File: src/rtl/sram_rd_arbiter_pkg.sv
// Shared types and constants for the two-requester SRAM read-port arbiter.
package sram_rd_arbiter_pkg;

  typedef enum logic [1:0] {
    ST_IDLE  = 2'd0,
    ST_ISSUE = 2'd1,
    ST_DRAIN = 2'd2
  } state_t;

  localparam logic REQ0 = 1'b0;
  localparam logic REQ1 = 1'b1;

  localparam int FIFO_DEPTH = 2;

endpackage

File: src/rtl/sram_rd_arbiter_if.sv
// One requester's burst-read channel: request (addr/len) and response (data/last).
// Both halves are valid/ready: a transfer happens in any cycle where valid && ready;
// the source holds valid and its payload stable until that cycle.
interface sram_rd_arbiter_if #(
  parameter int ADDR_WIDTH = 10,
  parameter int LEN_WIDTH  = 8,
  parameter int DATA_WIDTH = 256
) ();
  logic                  req_valid;
  logic [ADDR_WIDTH-1:0] req_addr;
  logic [LEN_WIDTH-1:0]  req_len;
  logic                  req_ready;
  logic                  rsp_valid;
  logic [DATA_WIDTH-1:0] rsp_data;
  logic                  rsp_last;
  logic                  rsp_ready;

  modport master (
    output req_valid, req_addr, req_len, rsp_ready,
    input  req_ready, rsp_valid, rsp_data, rsp_last
  );

  modport slave (
    input  req_valid, req_addr, req_len, rsp_ready,
    output req_ready, rsp_valid, rsp_data, rsp_last
  );
endinterface

File: src/rtl/sram_rd_fifo2.sv
// Two-entry fall-through FIFO for read data plus last flag; an empty FIFO
// presents the incoming push directly so a beat can pass through in one cycle.
module sram_rd_fifo2
  import sram_rd_arbiter_pkg::*;
#(
  parameter int DATA_WIDTH = 256
) (
  input  logic                  clk,
  input  logic                  rst_n,
  input  logic                  push,
  input  logic [DATA_WIDTH-1:0] push_data,
  input  logic                  push_last,
  input  logic                  pop,
  output logic                  out_valid,
  output logic [DATA_WIDTH-1:0] out_data,
  output logic                  out_last,
  output logic [1:0]            count
);
  logic [DATA_WIDTH:0] mem_q [FIFO_DEPTH];
  logic [DATA_WIDTH:0] mem_d [FIFO_DEPTH];
  logic [1:0]          count_q, count_d;
  logic                wr_ptr_q, wr_ptr_d;
  logic                rd_ptr_q, rd_ptr_d;
  logic                bypass, wr_en, rd_en;
  logic [DATA_WIDTH:0] head;

  always_comb begin
    head      = mem_q[rd_ptr_q];
    out_valid = (count_q != 2'd0) || push;
    out_data  = (count_q != 2'd0) ? head[DATA_WIDTH-1:0] : push_data;
    out_last  = (count_q != 2'd0) ? head[DATA_WIDTH]     : push_last;
    count     = count_q;

    // A beat that arrives into an empty FIFO and is taken at once is never stored.
    bypass = push && pop && (count_q == 2'd0);
    wr_en  = push && !bypass;
    rd_en  = pop && (count_q != 2'd0);

    mem_d = mem_q;
    if (wr_en) mem_d[wr_ptr_q] = {push_last, push_data};
    count_d  = count_q + {1'b0, wr_en} - {1'b0, rd_en};
    wr_ptr_d = wr_ptr_q ^ wr_en;
    rd_ptr_d = rd_ptr_q ^ rd_en;
  end

  always_ff @(posedge clk) begin
    if (!rst_n) begin
      count_q  <= 2'd0;
      wr_ptr_q <= 1'b0;
      rd_ptr_q <= 1'b0;
      for (int i = 0; i < FIFO_DEPTH; i++) mem_q[i] <= '0;
    end else begin
      count_q  <= count_d;
      wr_ptr_q <= wr_ptr_d;
      rd_ptr_q <= rd_ptr_d;
      mem_q    <= mem_d;
    end
  end
endmodule

File: src/rtl/sram_rd_arbiter.sv
// Shares one SRAM read port between two burst requesters: round-robin whole-burst
// grants, one read per cycle with credit-based flow control and write-hazard stall.
module sram_rd_arbiter
  import sram_rd_arbiter_pkg::*;
#(
  parameter int DATA_WIDTH = 256,
  parameter int ADDR_WIDTH = 10,
  parameter int LEN_WIDTH  = 8
) (
  input  logic                  clk,
  input  logic                  rst_n,
  sram_rd_arbiter_if.slave      r0,
  sram_rd_arbiter_if.slave      r1,
  input  logic                  wr_snoop_en,
  input  logic [ADDR_WIDTH-1:0] wr_snoop_addr,
  output logic                  sram_ren,
  output logic [ADDR_WIDTH-1:0] sram_raddr,
  input  logic [DATA_WIDTH-1:0] sram_rdata,
  output logic                  busy,
  output logic                  grant_id,
  output state_t                dbg_state
);
  state_t                state_q, state_d;
  logic [ADDR_WIDTH-1:0] addr_q, addr_d;
  logic [LEN_WIDTH-1:0]  len_q, len_d;
  logic [LEN_WIDTH-1:0]  beat_q, beat_d;
  logic                  grant_q, grant_d;
  logic                  rr_q, rr_d;
  logic                  busy_q, busy_d;
  logic                  inflight_q, inflight_d;
  logic                  inflight_last_q, inflight_last_d;

  logic                  win, accept, hazard, ren, last_issue, pop, rsp_ready_g;
  logic                  f_valid, f_last;
  logic [DATA_WIDTH-1:0] f_data;
  logic [1:0]            f_count;

  sram_rd_fifo2 #(.DATA_WIDTH(DATA_WIDTH)) u_fifo (
    .clk       (clk),
    .rst_n     (rst_n),
    .push      (inflight_q),
    .push_data (sram_rdata),
    .push_last (inflight_last_q),
    .pop       (pop),
    .out_valid (f_valid),
    .out_data  (f_data),
    .out_last  (f_last),
    .count     (f_count)
  );

  always_comb begin
    win = REQ0;
    if (r0.req_valid && r1.req_valid) win = ~rr_q;
    else if (r1.req_valid)            win = REQ1;
    accept = (state_q == ST_IDLE) && (r0.req_valid || r1.req_valid);

    // Reads in flight count against the buffer so a full FIFO is never pushed.
    hazard     = wr_snoop_en && (wr_snoop_addr == addr_q);
    ren        = (state_q == ST_ISSUE) && !hazard &&
                 (({1'b0, f_count} + {2'b00, inflight_q}) < 3'(FIFO_DEPTH));
    last_issue = (beat_q == len_q);

    rsp_ready_g = (grant_q == REQ1) ? r1.rsp_ready : r0.rsp_ready;
    pop         = f_valid && rsp_ready_g;

    state_d         = state_q;
    addr_d          = addr_q;
    len_d           = len_q;
    beat_d          = beat_q;
    grant_d         = grant_q;
    rr_d            = rr_q;
    busy_d          = busy_q;
    inflight_d      = ren;
    inflight_last_d = ren && last_issue;

    case (state_q)
      ST_IDLE: begin
        if (accept) begin
          addr_d  = (win == REQ1) ? r1.req_addr : r0.req_addr;
          len_d   = (win == REQ1) ? r1.req_len  : r0.req_len;
          beat_d  = '0;
          grant_d = win;
          rr_d    = win;
          busy_d  = 1'b1;
          state_d = ST_ISSUE;
        end
      end
      ST_ISSUE: begin
        if (ren) begin
          addr_d = addr_q + ADDR_WIDTH'(1);
          beat_d = beat_q + LEN_WIDTH'(1);
          if (last_issue) state_d = ST_DRAIN;
        end
      end
      ST_DRAIN: begin
        if (pop && f_last) begin
          busy_d  = 1'b0;
          state_d = ST_IDLE;
        end
      end
      default: state_d = ST_IDLE;
    endcase
  end

  always_ff @(posedge clk) begin
    if (!rst_n) begin
      state_q         <= ST_IDLE;
      addr_q          <= '0;
      len_q           <= '0;
      beat_q          <= '0;
      grant_q         <= REQ0;
      rr_q            <= REQ1;
      busy_q          <= 1'b0;
      inflight_q      <= 1'b0;
      inflight_last_q <= 1'b0;
    end else begin
      state_q         <= state_d;
      addr_q          <= addr_d;
      len_q           <= len_d;
      beat_q          <= beat_d;
      grant_q         <= grant_d;
      rr_q            <= rr_d;
      busy_q          <= busy_d;
      inflight_q      <= inflight_d;
      inflight_last_q <= inflight_last_d;
    end
  end

  assign r0.req_ready = accept && (win == REQ0);
  assign r1.req_ready = accept && (win == REQ1);
  assign r0.rsp_valid = f_valid && (grant_q == REQ0);
  assign r1.rsp_valid = f_valid && (grant_q == REQ1);
  assign r0.rsp_data  = r0.rsp_valid ? f_data : '0;
  assign r1.rsp_data  = r1.rsp_valid ? f_data : '0;
  assign r0.rsp_last  = r0.rsp_valid && f_last;
  assign r1.rsp_last  = r1.rsp_valid && f_last;

  assign sram_ren   = ren;
  assign sram_raddr = addr_q;
  assign busy       = busy_q;
  assign grant_id   = grant_q;
  assign dbg_state  = state_q;
endmodule

File: src/flat_wrapper.sv
// flat-port wrapper written by rule: the top's interface ports become plain ports
module sram_rd_arbiter_flat import sram_rd_arbiter_pkg::*;
#(
  parameter int DATA_WIDTH = 256,
  parameter int ADDR_WIDTH = 10,
  parameter int LEN_WIDTH  = 8
)
  (clk, rst_n, wr_snoop_en, wr_snoop_addr, sram_ren, sram_raddr, sram_rdata, busy, grant_id, dbg_state, r0_req_valid, r0_req_addr, r0_req_len, r0_rsp_ready, r0_req_ready, r0_rsp_valid, r0_rsp_data, r0_rsp_last, r1_req_valid, r1_req_addr, r1_req_len, r1_rsp_ready, r1_req_ready, r1_rsp_valid, r1_rsp_data, r1_rsp_last);
  sram_rd_arbiter_if #(.ADDR_WIDTH(ADDR_WIDTH), .LEN_WIDTH(LEN_WIDTH), .DATA_WIDTH(DATA_WIDTH)) r0_i ();
  sram_rd_arbiter_if #(.ADDR_WIDTH(ADDR_WIDTH), .LEN_WIDTH(LEN_WIDTH), .DATA_WIDTH(DATA_WIDTH)) r1_i ();
  input  logic clk;
  input  logic rst_n;
  input  logic wr_snoop_en;
  input  logic [ADDR_WIDTH-1:0] wr_snoop_addr;
  output logic sram_ren;
  output logic [ADDR_WIDTH-1:0] sram_raddr;
  input  logic [DATA_WIDTH-1:0] sram_rdata;
  output logic busy;
  output logic grant_id;
  output state_t dbg_state;
  input wire logic [$bits(r0_i.req_valid)-1:0] r0_req_valid;
  input wire logic [$bits(r0_i.req_addr)-1:0] r0_req_addr;
  input wire logic [$bits(r0_i.req_len)-1:0] r0_req_len;
  input wire logic [$bits(r0_i.rsp_ready)-1:0] r0_rsp_ready;
  output wire logic [$bits(r0_i.req_ready)-1:0] r0_req_ready;
  output wire logic [$bits(r0_i.rsp_valid)-1:0] r0_rsp_valid;
  output wire logic [$bits(r0_i.rsp_data)-1:0] r0_rsp_data;
  output wire logic [$bits(r0_i.rsp_last)-1:0] r0_rsp_last;
  input wire logic [$bits(r1_i.req_valid)-1:0] r1_req_valid;
  input wire logic [$bits(r1_i.req_addr)-1:0] r1_req_addr;
  input wire logic [$bits(r1_i.req_len)-1:0] r1_req_len;
  input wire logic [$bits(r1_i.rsp_ready)-1:0] r1_rsp_ready;
  output wire logic [$bits(r1_i.req_ready)-1:0] r1_req_ready;
  output wire logic [$bits(r1_i.rsp_valid)-1:0] r1_rsp_valid;
  output wire logic [$bits(r1_i.rsp_data)-1:0] r1_rsp_data;
  output wire logic [$bits(r1_i.rsp_last)-1:0] r1_rsp_last;
  assign r0_i.req_valid = r0_req_valid;
  assign r0_i.req_addr = r0_req_addr;
  assign r0_i.req_len = r0_req_len;
  assign r0_i.rsp_ready = r0_rsp_ready;
  assign r0_req_ready = r0_i.req_ready;
  assign r0_rsp_valid = r0_i.rsp_valid;
  assign r0_rsp_data = r0_i.rsp_data;
  assign r0_rsp_last = r0_i.rsp_last;
  assign r1_i.req_valid = r1_req_valid;
  assign r1_i.req_addr = r1_req_addr;
  assign r1_i.req_len = r1_req_len;
  assign r1_i.rsp_ready = r1_rsp_ready;
  assign r1_req_ready = r1_i.req_ready;
  assign r1_rsp_valid = r1_i.rsp_valid;
  assign r1_rsp_data = r1_i.rsp_data;
  assign r1_rsp_last = r1_i.rsp_last;
  sram_rd_arbiter #(.DATA_WIDTH(DATA_WIDTH), .ADDR_WIDTH(ADDR_WIDTH), .LEN_WIDTH(LEN_WIDTH)) u_core (.clk(clk), .rst_n(rst_n), .r0(r0_i), .r1(r1_i), .wr_snoop_en(wr_snoop_en), .wr_snoop_addr(wr_snoop_addr), .sram_ren(sram_ren), .sram_raddr(sram_raddr), .sram_rdata(sram_rdata), .busy(busy), .grant_id(grant_id), .dbg_state(dbg_state));
endmodule
File: config.mk
export PLATFORM = sky130hd
export DESIGN_NAME = sram_rd_arbiter_flat
export DESIGN_NICKNAME = d
export VERILOG_FILES = /design/src/rtl/sram_rd_arbiter_pkg.sv /design/src/rtl/sram_rd_arbiter_if.sv /design/src/rtl/sram_rd_fifo2.sv /design/src/rtl/sram_rd_arbiter.sv /design/src/flat_wrapper.sv
export SDC_FILE = /design/constraint.sdc
export NUM_CORES = 2
export LEC_CHECK = 0
export BUFFER_PORTS_ARGS = -buffer_cell sky130_fd_sc_hd__buf_2
export CAP_MARGIN = 20
export CORE_AREA = 2 2 326 328
export CTS_CLUSTER_DIAMETER = 60
export DETAILED_ROUTE_END_ITERATION = 6
export DIE_AREA = 0 0 328 330
export GPL_TIMING_DRIVEN = 1
export SLEW_MARGIN = 30
export SYNTH_ARGS = -nofsm -noshare
export SYNTH_HDL_FRONTEND = slang
export SYNTH_SLANG_ARGS = --single-unit
File: constraint.sdc
create_clock -name clk -period 2.5 [get_ports clk]
set_clock_uncertainty 0.15 [all_clocks]
set_input_delay 0.125 -clock clk [delete_from_list [all_inputs] [get_ports clk]]
set_output_delay 0.125 -clock clk [all_outputs]
set_load 0.005 [all_outputs]
* Word-level counts from Yosys, hierarchy flattened
Index checks and enable logic that the tools add are counted.
W data, S select, Z words.
** Word-level totals
- Bits in registers :: 551
- Bits of input ports :: 309
- Output and inout bits :: 533
- Logic and storage cells :: 99
** Cells by class
- Add/sub/neg operators :: 5
- Order comparisons :: 4
- Equality and inequality tests :: 8
- Mux-type cells :: 29
- Bitwise gates (word level) :: 7
- Reduce and logical (&&, ||, !) cells :: 32
** Operator list (number)
- $mux W257 :: 4
- $mux W256 :: 3
- $bwmux W514 :: 1
- $demux W257 S1 :: 1
- $mux W10 :: 3
- $mux W8 :: 3
- $pmux W10 S2 :: 1
- $logic_and A1 B1 Y1 :: 19
- $pmux W8 S2 :: 1
- $add A10 B1 Y10 const B :: 1
- $eq A10 B10 Y1 :: 1
- $add A8 B1 Y8 const B :: 1
- $eq A8 B8 Y1 :: 1
- $mux W2 :: 4
- $mux W1 :: 6
- $ne A2 B1 Y1 const B :: 3
- $pmux W2 S3 :: 1
- $reduce_and A3 Y1 :: 2
- $reduce_bool A2 Y1 :: 3
- $ge A2 B2 Y1 const B :: 2
- $logic_not A2 Y1 :: 2
- $not A1 Y2 :: 2
- $reduce_and A4 Y1 :: 1
- $add A2 B1 Y3 :: 1
- 13 further kinds :: 18

* Depth between registers and ports, before layout
- Depth in word-level cells :: 9
- Gate-level depth with buffers :: 10
- Gate-level depth less buffers :: 10

* By module
Synthesis repeated with hierarchy kept, for this count alone.
** Unflattened totals
- Cells, all modules :: 3418
- Area total of the unflattened synthesis :: 31517.7 um^2
** Modules (own cells, without submodules)
- sram_rd_fifo2 :: instances 1, cells an instance 2568, area an instance 25983.7 um^2, seq. area each 10369.9 um^2
- sram_rd_arbiter :: instances 1, cells an instance 850, area an instance 5534.1 um^2, seq. area each 660.6 um^2

* Worst setup path before layout
Ideal clock, no wire load.
- Path kind :: flip-flop to flip-flop
- From :: register u_core.grant_q (netlist: u_core.grant_id)
- To :: register u_core.u_fifo.mem_q[400] (netlist bit)
- Library setup time :: 0.128 ns
- Arrival time :: 1.898 ns
- Data required time :: 2.222 ns
- Setup slack :: 0.324 ns
- Stages on the path, launching flop included :: 10
- Buffers on the path :: 3
- Clock period less this slack :: 2.176 ns
- Cells stage by stage :: dfxtp_1 -> mux2i_1 -> nor2_1 -> nor2_1 -> ha_1 -> clkbuf_1 -> buf_2 -> buf_2 -> mux2i_1 -> nor2_1
** Between the ends
- Longest elaborated chain between the ends :: 6
** Ends and longest elaborated chain
- from (decl) :: line sram_rd_arbiter.sv:27 : logic grant_q, grant_d;
- from (signal assigned) :: line sram_rd_arbiter.sv:121 : grant_q <= grant_d;
- $mux W1 :: line sram_rd_arbiter.sv:63 : rsp_ready_g = (grant_q == REQ1) ? r1.rsp_ready : r0.rsp_ready;
- $logic_and A1 B1 Y1 :: line sram_rd_arbiter.sv:64 : pop = f_valid && rsp_ready_g;
- $logic_and A1 B1 Y1 (2 in series) :: line sram_rd_fifo2.sv:35 : bypass = push && pop && (count_q == 2'd0);
- $logic_not A1 Y1 :: line sram_rd_fifo2.sv:36 : wr_en = push && !bypass;
- $logic_and A1 B1 Y1 :: line sram_rd_fifo2.sv:36
- to (signal assigned) :: line sram_rd_fifo2.sv:56 : mem_q <= mem_d;
- to (decl) :: line sram_rd_fifo2.sv:19 : logic [DATA_WIDTH:0] mem_q [FIFO_DEPTH];
Every way passes these cells.
A chain may end at the register's enable or synchronous reset.

* Worst setup path in the final report
- From :: register u_core.u_fifo.count_q[1] (netlist: u_core.u_fifo.count[1])
- To :: output r0_rsp_data[212]
** Between the ends
- Longest elaborated chain between the ends :: 4
- Elaborated cells on any way between the ends :: 5
- Those cells by class :: mux (2); reduce/logical (3)
** Ends and longest elaborated chain
- from (decl) :: line sram_rd_fifo2.sv:21 : logic [1:0] count_q, count_d;
- from (signal assigned) :: line sram_rd_fifo2.sv:53 : count_q <= count_d;
- $reduce_bool A2 Y1 (*) :: line sram_rd_fifo2.sv:29, sram_rd_fifo2.sv:30
- $logic_or A1 B1 Y1 :: line sram_rd_fifo2.sv:29 : out_valid = (count_q != 2'd0) || push;
- $logic_and A1 B1 Y1 :: line sram_rd_arbiter.sv:131 : assign r0.rsp_valid = f_valid && (grant_q == REQ0);
- $mux W256 (*) :: line sram_rd_arbiter.sv:133 : assign r0.rsp_data = r0.rsp_valid ? f_data : '0;
- to (decl) :: line flat_wrapper.sv:27 : output wire logic [$bits(r0_i.rsp_data)-1:0] r0_rsp_data;
Mark *: on every way between the ends. The rest lies on a longest branch, timed or not.

==> out/results.tsv <==
metric	value	unit
outcome	complete, but fails checks	
violations	setup timing	
synth_flop_cell	dfxtp_1	
r2r_cells	8	
ant_nets	0	
ios	842	
synth_edf_count	0	
gp_congestion	0.884	
firstDrtPassIters	5	
hpwl	66.8	mm
ys_ff_latch	551	
grt_usage	0.176	
cp.depth	8	
cp-start-kind	flop	
synth_most_common_cell	nor2_1	
crit_type	reg -> out	
grt_pass1_wl	152	mm
cts_max_path_buffers	3	
synth_cell_type_count	50	
worstPathMaxFanout	8	
async_flop_share	0	
finalWorstSetupSlack	-87.7	ps
die_h	330	um
hp-class	in -> reg	
rsz0062_at_grt	yes	
initial_core_util	0.263	
cts_tree	done	
maxCapViolations	0	
ys_warn_count	0	
critPathTopFamily	buffers and inverters	
use_met2	0.305	
power_density	861	nW/um^2
fmax	386	MHz
synthTopCellsByArea	dfxtp_1 (40%), mux2i_1 (29%), nor2_1 (18%)	
finalCritPeriodShare	1.04	
vias	28400	
coreArea	105000	um^2
syn_nets	3667	
cts-root-buf	clkbuf_16	
gr-usage-met3	0.0256	
endpoint_kind	primary output	
cp.arrival	2310	ps
slew-limit-headroom	0.378	
die_w	328	um
holdPathStages	6	
die_area	108000	um^2
clock_latency	620	ps
clk_pin_slew_worst_paths	50	ps
finalHoldViolations	0	
drt-total-wl	104	mm
cp_slowest_stage_delay	360	ps
route.detailed.wl_per_inst	17.4	um
max-vdd-ir-drop	0.613	mV
grt_busiest_layer	met2	
first_global_vias	27400	
numCtsBuffers	66	
first_iter_violations	1467	
critPathBufInv	5	
report.final.slew_viol_count	0	
use_met1	0.214	
yosys.area.top_type_share	0.401	
syn_area	27500	um^2
grt_max_degree	97	
placed_area	34000	um^2
cp.required	2230	ps
grt_antenna_before_repair	3	
synthTopCellsByCount	nor2_1 (1314), mux2i_1 (790), dfxtp_1 (551)	
nNetsFinal	4880	
cts_num_sinks	551	
slowest_stage	dfxtp_4	
stdcell_area	42500	um^2
htreeDepth	3	
total_power	36.6	mW
post-route-min-period	2590	ps
setup_violations	85	
synthCells	3352	
area_delta_synth_final	54.7	%
via_per_inst	4.74	
grt-ovfl-total	0	
worstPathCellList	nor2_4 -> buf_12 -> buf_16 -> buf_12 -> buf_16 -> a21oi_1 -> nor2_1 -> buf_2	
portBuffers	841	
yosysTopAreaCell	dfxtp_1	
drive_gt1_frac	0.321	
syn_avg_cell_area	8.20	um^2
rows	119	
max_slew.worst_pin.slew	929	ps
post-route-drc-count	0	
p_leak	17.2	nW
yosysSeqAreaShare	0.401	
final timing paths:
path	startpoint	endpoint	slack, ps
worst max-delay path	u_core.u_fifo.count[1]$_SDFF_PN0_	r0_rsp_data[212]	-90
worst min-delay path	wr_snoop_addr[3]	u_core.inflight_q$_SDFF_PN0_	80
worst max register to register	u_core.grant_id$_SDFFE_PN0P_	u_core.u_fifo.mem_q[280]$_SDFFE_PN0P_	140
worst min register to register	u_core.u_fifo.mem_q[269]$_SDFFE_PN0P_	u_core.u_fifo.mem_q[269]$_SDFFE_PN0P_	340
metrics by stage:
| step | TNS, ps | hold WS (ps) | utilization | setup WS (ps) | instances |
|---|---|---|---|---|---|
| finish | -1880 | 80.0 | 0.406 | -87.7 | 6008 |
| global route | -36640 | 67.6 | 0.406 | -178 | 6006 |
| CTS | -10510 | 3.82 | 0.398 | -100 | 5968 |
| detailed placement | 0 | 251 | 0.325 | 156 | 5466 |
| global placement | 0 | 240 | 0.325 | 228 | 5466 |
| floorplan | 0 | 122 | - | 324 | 3352 |
layout make-up:
cell class / count / area (um^2)
inverter: 10 / 45.0
clock buffer: 88 / 1870
timing repair buffer: 1416 / 11200
fill: 10200 / 62100
tap: 1391 / 1740
multi-input combinational: 2520 / 16300
antenna: 3 / 7.51
sequential: 551 / 11000
clock inverter: 29 / 327
flip-flops by register name, summed over array words and instances, names as in the netlist, 2 cells and up:
register	cells
u_core.dbg_state	2
u_core.u_fifo.count	2
u_core.len_q	8
u_core.u_fifo.mem_q	514
u_core.beat_q	8
u_core.sram_raddr	10
placed cells by master, fill, tap and decap left out, types with 9 or more instances in the layout:
cell           synthesis  final
dfxtp_1              551    546
buf_12                 0     61
a21oi_1              271     96
nor2_4                 0     13
nor2_1              1314   1265
buf_4                  1    132
nand2_1               12     12
mux2i_1              790    779
a21oi_4                0     11
buf_2                118    840
buf_16                 0     34
clkbuf_8               0      9
clkbuf_16              0     80
dlygate4sd3_1          0    300
nor2_2                 0     36
a21oi_2                0    164
mux2i_2                0     10
clkbuf_1             140     11
nand3_1               10     10
xnor2_1               21     21
o21ai_0               15     15
buf_6                  1     26
cell families after synthesis:
logic type                 count (synthesis)  share of synthesized area
and+or+nand+nor                         1372                      0.193
muxes                                    790                      0.288
DFF                                      551                      0.401
AOI/OAI and AO/OA                        324                     0.0628
buffers and inverters                    283                     0.0444
xor gates and xnor gates                  26                    0.00883
adders and majority gates                  6                    0.00273
timing repair:
| item | CTS | global route |
|---|---|---|
| hold endpoints to repair | 547 | 0 |
| pin swaps | 12 | 23 |
| buffers inserted | 56 | 27 |
| hold buffers | 300 | 0 |
| setup endpoints to repair | 502 | 492 |
| resized for setup | 274 | 109 |
| gates cloned | 29 | 12 |
metal layers:
metal	vias up	wire [um]
li1	13600	-
met1	13600	44100
met2	984	51100
met3	217	5090
met4	0	4130
met5	-	0
power by group:
part           total (mW)  switching, mW  internal [mW]
sequential           9.59          0.318           9.27
combinational        17.4           9.22           8.16
clock                9.68           3.96           5.72
total                36.6           13.5           23.1
worst register-to-register path, cell delays in order, from the launching register on:
cell,delay (ps)
dfxtp_1,350
mux2i_1,240
nor2_1,60
nor2_1,320
ha_4,230
buf_12,260
buf_12,310
mux2i_1,230
nor2_1,60
Note: power is estimated with default switching activity, not from simulation.
